===== config.mk =====
export PLATFORM = sky130hd
export DESIGN_NAME = vram_arbiter
export DESIGN_NICKNAME = d
export VERILOG_FILES = /design/src/rtl/vram_arbiter.sv
export SDC_FILE = /design/constraint.sdc
export NUM_CORES = 1
export LEC_CHECK = 0
export ABC_AREA = 1
export CAP_MARGIN = 30
export CORE_MARGIN = 2
export CORE_UTILIZATION = 35
export CTS_BUF_LIST = sky130_fd_sc_hd__clkbuf_16
export DETAILED_ROUTE_END_ITERATION = 10
export HOLD_SLACK_MARGIN = 0.08
export PLACE_DENSITY = 0.64
export SLEW_MARGIN = 15
export SYNTH_ARGS = -nofsm -noshare
export SYNTH_HDL_FRONTEND = slang
export SYNTH_SLANG_ARGS = --single-unit

===== constraint.sdc =====
create_clock -name clk -period 3.6 [get_ports clk]
set_input_delay 0.54 -clock clk [delete_from_list [all_inputs] [get_ports clk]]
set_output_delay 0.54 -clock clk [all_outputs]
set_load 0.1 [all_outputs]

===== src/rtl/vram_arbiter.sv =====
`default_nettype none
// ----------------------------------------------------------------------------
// vram_arbiter : screen-RAM port shared by raster fetch and CPU bus.
//                Video wins by default; a starvation guard forces a CPU slot.
// Rev 1.0
// ----------------------------------------------------------------------------
module vram_arbiter #(
  parameter int STARVE_LIMIT = 16
) (
  input  logic        clk,
  input  logic        reset,
  input  logic        vid_req,
  input  logic [13:0] vid_addr,
  output logic [15:0] vid_dout,
  output logic        vid_valid,
  output logic        vid_miss,
  input  logic        cpu_req,
  input  logic        cpu_we,
  input  logic [1:0]  cpu_be,
  input  logic [13:0] cpu_addr,
  input  logic [15:0] cpu_wdata,
  output logic [15:0] cpu_rdata,
  output logic        cpu_ack,
  output logic [13:0] mem_addr,
  output logic        mem_we,
  output logic [1:0]  mem_be,
  output logic [15:0] mem_din,
  input  logic [15:0] mem_dout
);

  typedef enum logic [1:0] {
    ST_IDLE = 2'd0,
    ST_BUSY = 2'd1,
    ST_ACK  = 2'd2
  } state_t;

  typedef enum logic [1:0] {
    TAG_NONE = 2'd0,
    TAG_VID  = 2'd1,
    TAG_CPU  = 2'd2
  } tag_t;

  localparam logic [5:0] c_WAIT_MAX = 6'h3F;
  // Limits above the counter range can never be reached, so the guard never fires.
  localparam logic [6:0] c_LIMIT    = (STARVE_LIMIT > 63) ? 7'd64 : 7'(STARVE_LIMIT);
  localparam logic       c_GUARD_ON = (STARVE_LIMIT != 0);

  state_t     r_state;
  state_t     w_state_next;
  tag_t       r_tag0;
  tag_t       r_tag1;
  tag_t       w_issue_tag;
  logic [5:0] r_wait_cnt;
  logic       r_cpu_rd;
  logic       w_starve;
  logic       w_vid_issue;
  logic       w_cpu_issue;

  always_comb begin
    w_starve     = c_GUARD_ON && (r_state == ST_IDLE) && cpu_req &&
                   ({1'b0, r_wait_cnt} >= c_LIMIT);
    w_vid_issue  = vid_req && !w_starve;
    w_cpu_issue  = w_starve || (!vid_req && (r_state == ST_IDLE) && cpu_req);
    w_issue_tag  = TAG_NONE;
    if (w_vid_issue) begin
      w_issue_tag = TAG_VID;
    end else if (w_cpu_issue) begin
      w_issue_tag = TAG_CPU;
    end
    w_state_next = r_state;
    case (r_state)
      ST_IDLE: if (w_cpu_issue) w_state_next = ST_BUSY;
      ST_BUSY: if (r_tag1 == TAG_CPU) w_state_next = ST_ACK;
      ST_ACK:  w_state_next = ST_IDLE;
      default: w_state_next = ST_IDLE;
    endcase
  end

  always_ff @(posedge clk) begin
    if (reset) begin
      r_state <= ST_IDLE;
    end else begin
      r_state <= w_state_next;
    end
  end

  always_ff @(posedge clk) begin
    if (reset) begin
      r_tag0     <= TAG_NONE;
      r_tag1     <= TAG_NONE;
      r_wait_cnt <= '0;
      r_cpu_rd   <= 1'b0;
      mem_addr   <= '0;
      mem_we     <= 1'b0;
      mem_be     <= '0;
      mem_din    <= '0;
      vid_dout   <= '0;
      vid_valid  <= 1'b0;
      vid_miss   <= 1'b0;
      cpu_rdata  <= '0;
      cpu_ack    <= 1'b0;
    end else begin
      mem_we <= 1'b0;
      mem_be <= 2'b00;
      if (w_vid_issue) begin
        mem_addr <= vid_addr;
        mem_be   <= 2'b11;
      end else if (w_cpu_issue) begin
        mem_addr <= cpu_addr;
        mem_we   <= cpu_we;
        mem_be   <= cpu_be;
        mem_din  <= cpu_wdata;
        r_cpu_rd <= !cpu_we;
      end

      r_tag0 <= w_issue_tag;
      r_tag1 <= r_tag0;

      // mem_dout now holds the word addressed two edges ago; retire its owner.
      vid_valid <= (r_tag1 == TAG_VID);
      cpu_ack   <= (r_tag1 == TAG_CPU);
      if (r_tag1 == TAG_VID) begin
        vid_dout <= mem_dout;
      end
      if ((r_tag1 == TAG_CPU) && r_cpu_rd) begin
        cpu_rdata <= mem_dout;
      end

      vid_miss <= w_starve && vid_req;

      if (!cpu_req || w_cpu_issue) begin
        r_wait_cnt <= '0;
      end else if ((r_state == ST_IDLE) && (r_wait_cnt != c_WAIT_MAX)) begin
        r_wait_cnt <= r_wait_cnt + 6'd1;
      end
    end
  end

endmodule
`default_nettype wire


==> impl_metrics.toml <==
[status]
status = "completed"

[die]
die-area_um2 = 10200
core_um2 = 9200
start_util_pct = 35.9
die_height_um = 101
io_pins = 135
std_cell_rows = 35
fp.dieW_um = 101

[power]
peakVddDrop_v = 0.000252
power_density_nw_per_um2 = 506
p_leak_uw = 0.00208

[sta]
slew_headroom_pct = 31.7
tightest_slew_ps = 1020
fin_ws_ps = 1210
fin_skew_ps = 7.60
fmax_mhz = 419
maxSlewViolCount = 0
period_share_pct = 66.3
rsz0062_at_grt = "false"
setup_viol = 0
min_period_ps = 2390
hold_viol = 0
tns_ps = 0

[cells_and_area]
fill_cells = 869
drive_gt1_share_pct = 9.24
final_cell_area_um2 = 5020
antenna_cells = 0
final_cell_mix = "clkdlybuf4s50_1 (134), dfxtp_1 (81), nand2_1 (67), inv_1 (54), o21ai_0 (46)"
finalNetCount = 615
mostFrequentLayoutCell = "clkdlybuf4s50_1"
area_delta_synth_final_pct = 52.0
multiInputGateArea_um2 = 1320
seq_area_um2 = 1620

[global_route]
grt_max_degree = 51
antenna_found_initial = 0
grt_pass1_wl_mm = 14.0
grt_pass1_vias = 3020
grt_use_total_pct = 16.9
gr-total-overflow = 0

[run]
maxCapViolCount = 0

[clock_tree]
postCtsSetupBuffers = 0
cts-root-buf = "clkbuf_16"
clk_pin_slew_ps = 60
cts_buffer_depth = 2
postCtsHoldBufs = 0
cts_tree = "done"
cts_buffers = 9
cts_sinks = 81
cts_resized = 0
htree_num_levels = 3
insertion_delay_ps = 330

[worst_hold_path]
holdPathStages = 2
min_from = "r_tag0[0]$_SDFF_PP0_"
hp-class = "reg2reg"
worstHoldEndpoint = "r_tag1[0]$_SDFF_PP0_"

[detailed_routing]
vias_per_cell = 4.65
drt-total-wl_mm = 8.18
drt_pass1_iterations = 4
drtAntennaViolNets = 0
drtIter0Drc = 78
drc_errors = 0
vias = 3084
avgRoutedWirePerCell_um = 12.3

[logic_synthesis]
avgSynthCellArea_um2 = 7.81
synthDistinctLibCells = 29
syn_area_um2 = 3300
syn_inst = 423
synthesis.nets = 491
yosys_warnings = 0
synth_seq_cells = 81
seq_area_frac_synth_pct = 49.1

[worst_setup_path]
cp_data_required_time_ps = 3850
reg2reg_from = "r_state[1]$_SDFFE_PP0P_"
worst-path-max-fanout = 19
worstSetupPathType = "in2reg"
end_kind = "flip-flop"
critPathLaunchType = "input port"
arrival_ps = 2640
rr_worst_depth = 6
rr_endpoint = "r_wait_cnt[2]$_SDFFE_PP0P_"
r2r_slack_ps = 1930

[placement]
gp_congestion = 0.784
port_buffers = 134
hpwlAfterDp_mm = 5.81
dpl_worst_slack_ps = 872
dpl_cell_area_um2 = 4660
==> worst max path at each step <==
| stage | slack [ps] | endpoint | from |
|---|---|---|---|
| finish | 1210 | r_wait_cnt[2]$_SDFFE_PP0P_ | vid_req |
| global route | 1030 | r_wait_cnt[3]$_SDFFE_PP0P_ | vid_req |
| CTS | 1190 | r_wait_cnt[2]$_SDFFE_PP0P_ | vid_req |
| detailed placement | 870 | r_wait_cnt[2]$_SDFFE_PP0P_ | vid_req |
| global placement | 960 | r_wait_cnt[3]$_SDFFE_PP0P_ | vid_req |
| floorplan | 2140 | mem_din[0] | mem_din[0]$_SDFFE_PP0P_ |
==> logic make-up after synthesis <==
group / count (synthesis) / share of synthesized area, %
AO/OA/AOI/OAI: 88 / 14.5
AND/OR/NAND/NOR: 168 / 24.5
adder cells (fa/ha/maj): 1 / 0.379
XOR/XNOR: 2 / 0.530
buffers and inverters: 83 / 10.9
flip-flops: 81 / 49.1
==> power breakdown <==
part / internal, uW / switching, uW / total, uW
logic: 160 / 374 / 533
clock network: 685 / 366 / 1050
registers: 936 / 20.1 / 956
total: 1780 / 760 / 2540
==> per-layer routing <==
layer | part of all wire [%] | track usage (%) | wire length, um
met1 | 44 | 20.4 | 3630
met2 | 47 | 28.5 | 3880
met3 | 6.3 | 4.35 | 516
met4 | 2.0 | 7.28 | 161
met5 | 0 | 0 | 0
==> worst max-delay path, stage by stage <==
cell and delay, ps:
clkdlybuf4s50_1 960, nand3_4 370, nand2_4 310, nand3_1 240, a21oi_1 220
==> Yosys cell counts, drive strengths merged <==
cell type / count / share of area (%)
nand2: 72 / 8.9
nor3: 1 / 0.15
clkbuf: 7 / 0.80
nor4: 1 / 0.19
nor2: 41 / 5.1
inv: 58 / 6.6
dfxtp: 81 / 49
or2: 1 / 0.19
xor2: 2 / 0.53
buf: 16 / 3.3
nand3: 52 / 10
ha: 1 / 0.38
a21oi: 40 / 7.2
o31ai: 1 / 0.23
clkinv: 2 / 0.26
o21ai: 47 / 7.1
==> sequential cells by signal, indices dropped and copies added, names as in the netlist, 6 cells and up <==
name        cells
mem_din        16
r_wait_cnt      6
cpu_rdata      16
mem_addr       14
vid_dout       16
==> metrics by stage <==
step                total power, uW  cells  utilization (%)  hold slack (ps)
floorplan                      1350    423                -              388
global placement               1510    646             50.6              390
detailed placement             1510    646             50.6              394
CTS                            2570    662             54.4              401
global route                   2650    663             54.6              413
finish                         2540    663             54.6              398
==> layout make-up <==
class,count,area share [%]
clock buffers,9,4.49
repair buffers,136,27.2
multi-input cells,259,26.3
inverters,60,4.51
flip-flops and latches,81,32.3
well taps,111,2.77
clock inverters,7,2.47
Note: power is estimated with default switching activity, not from simulation.
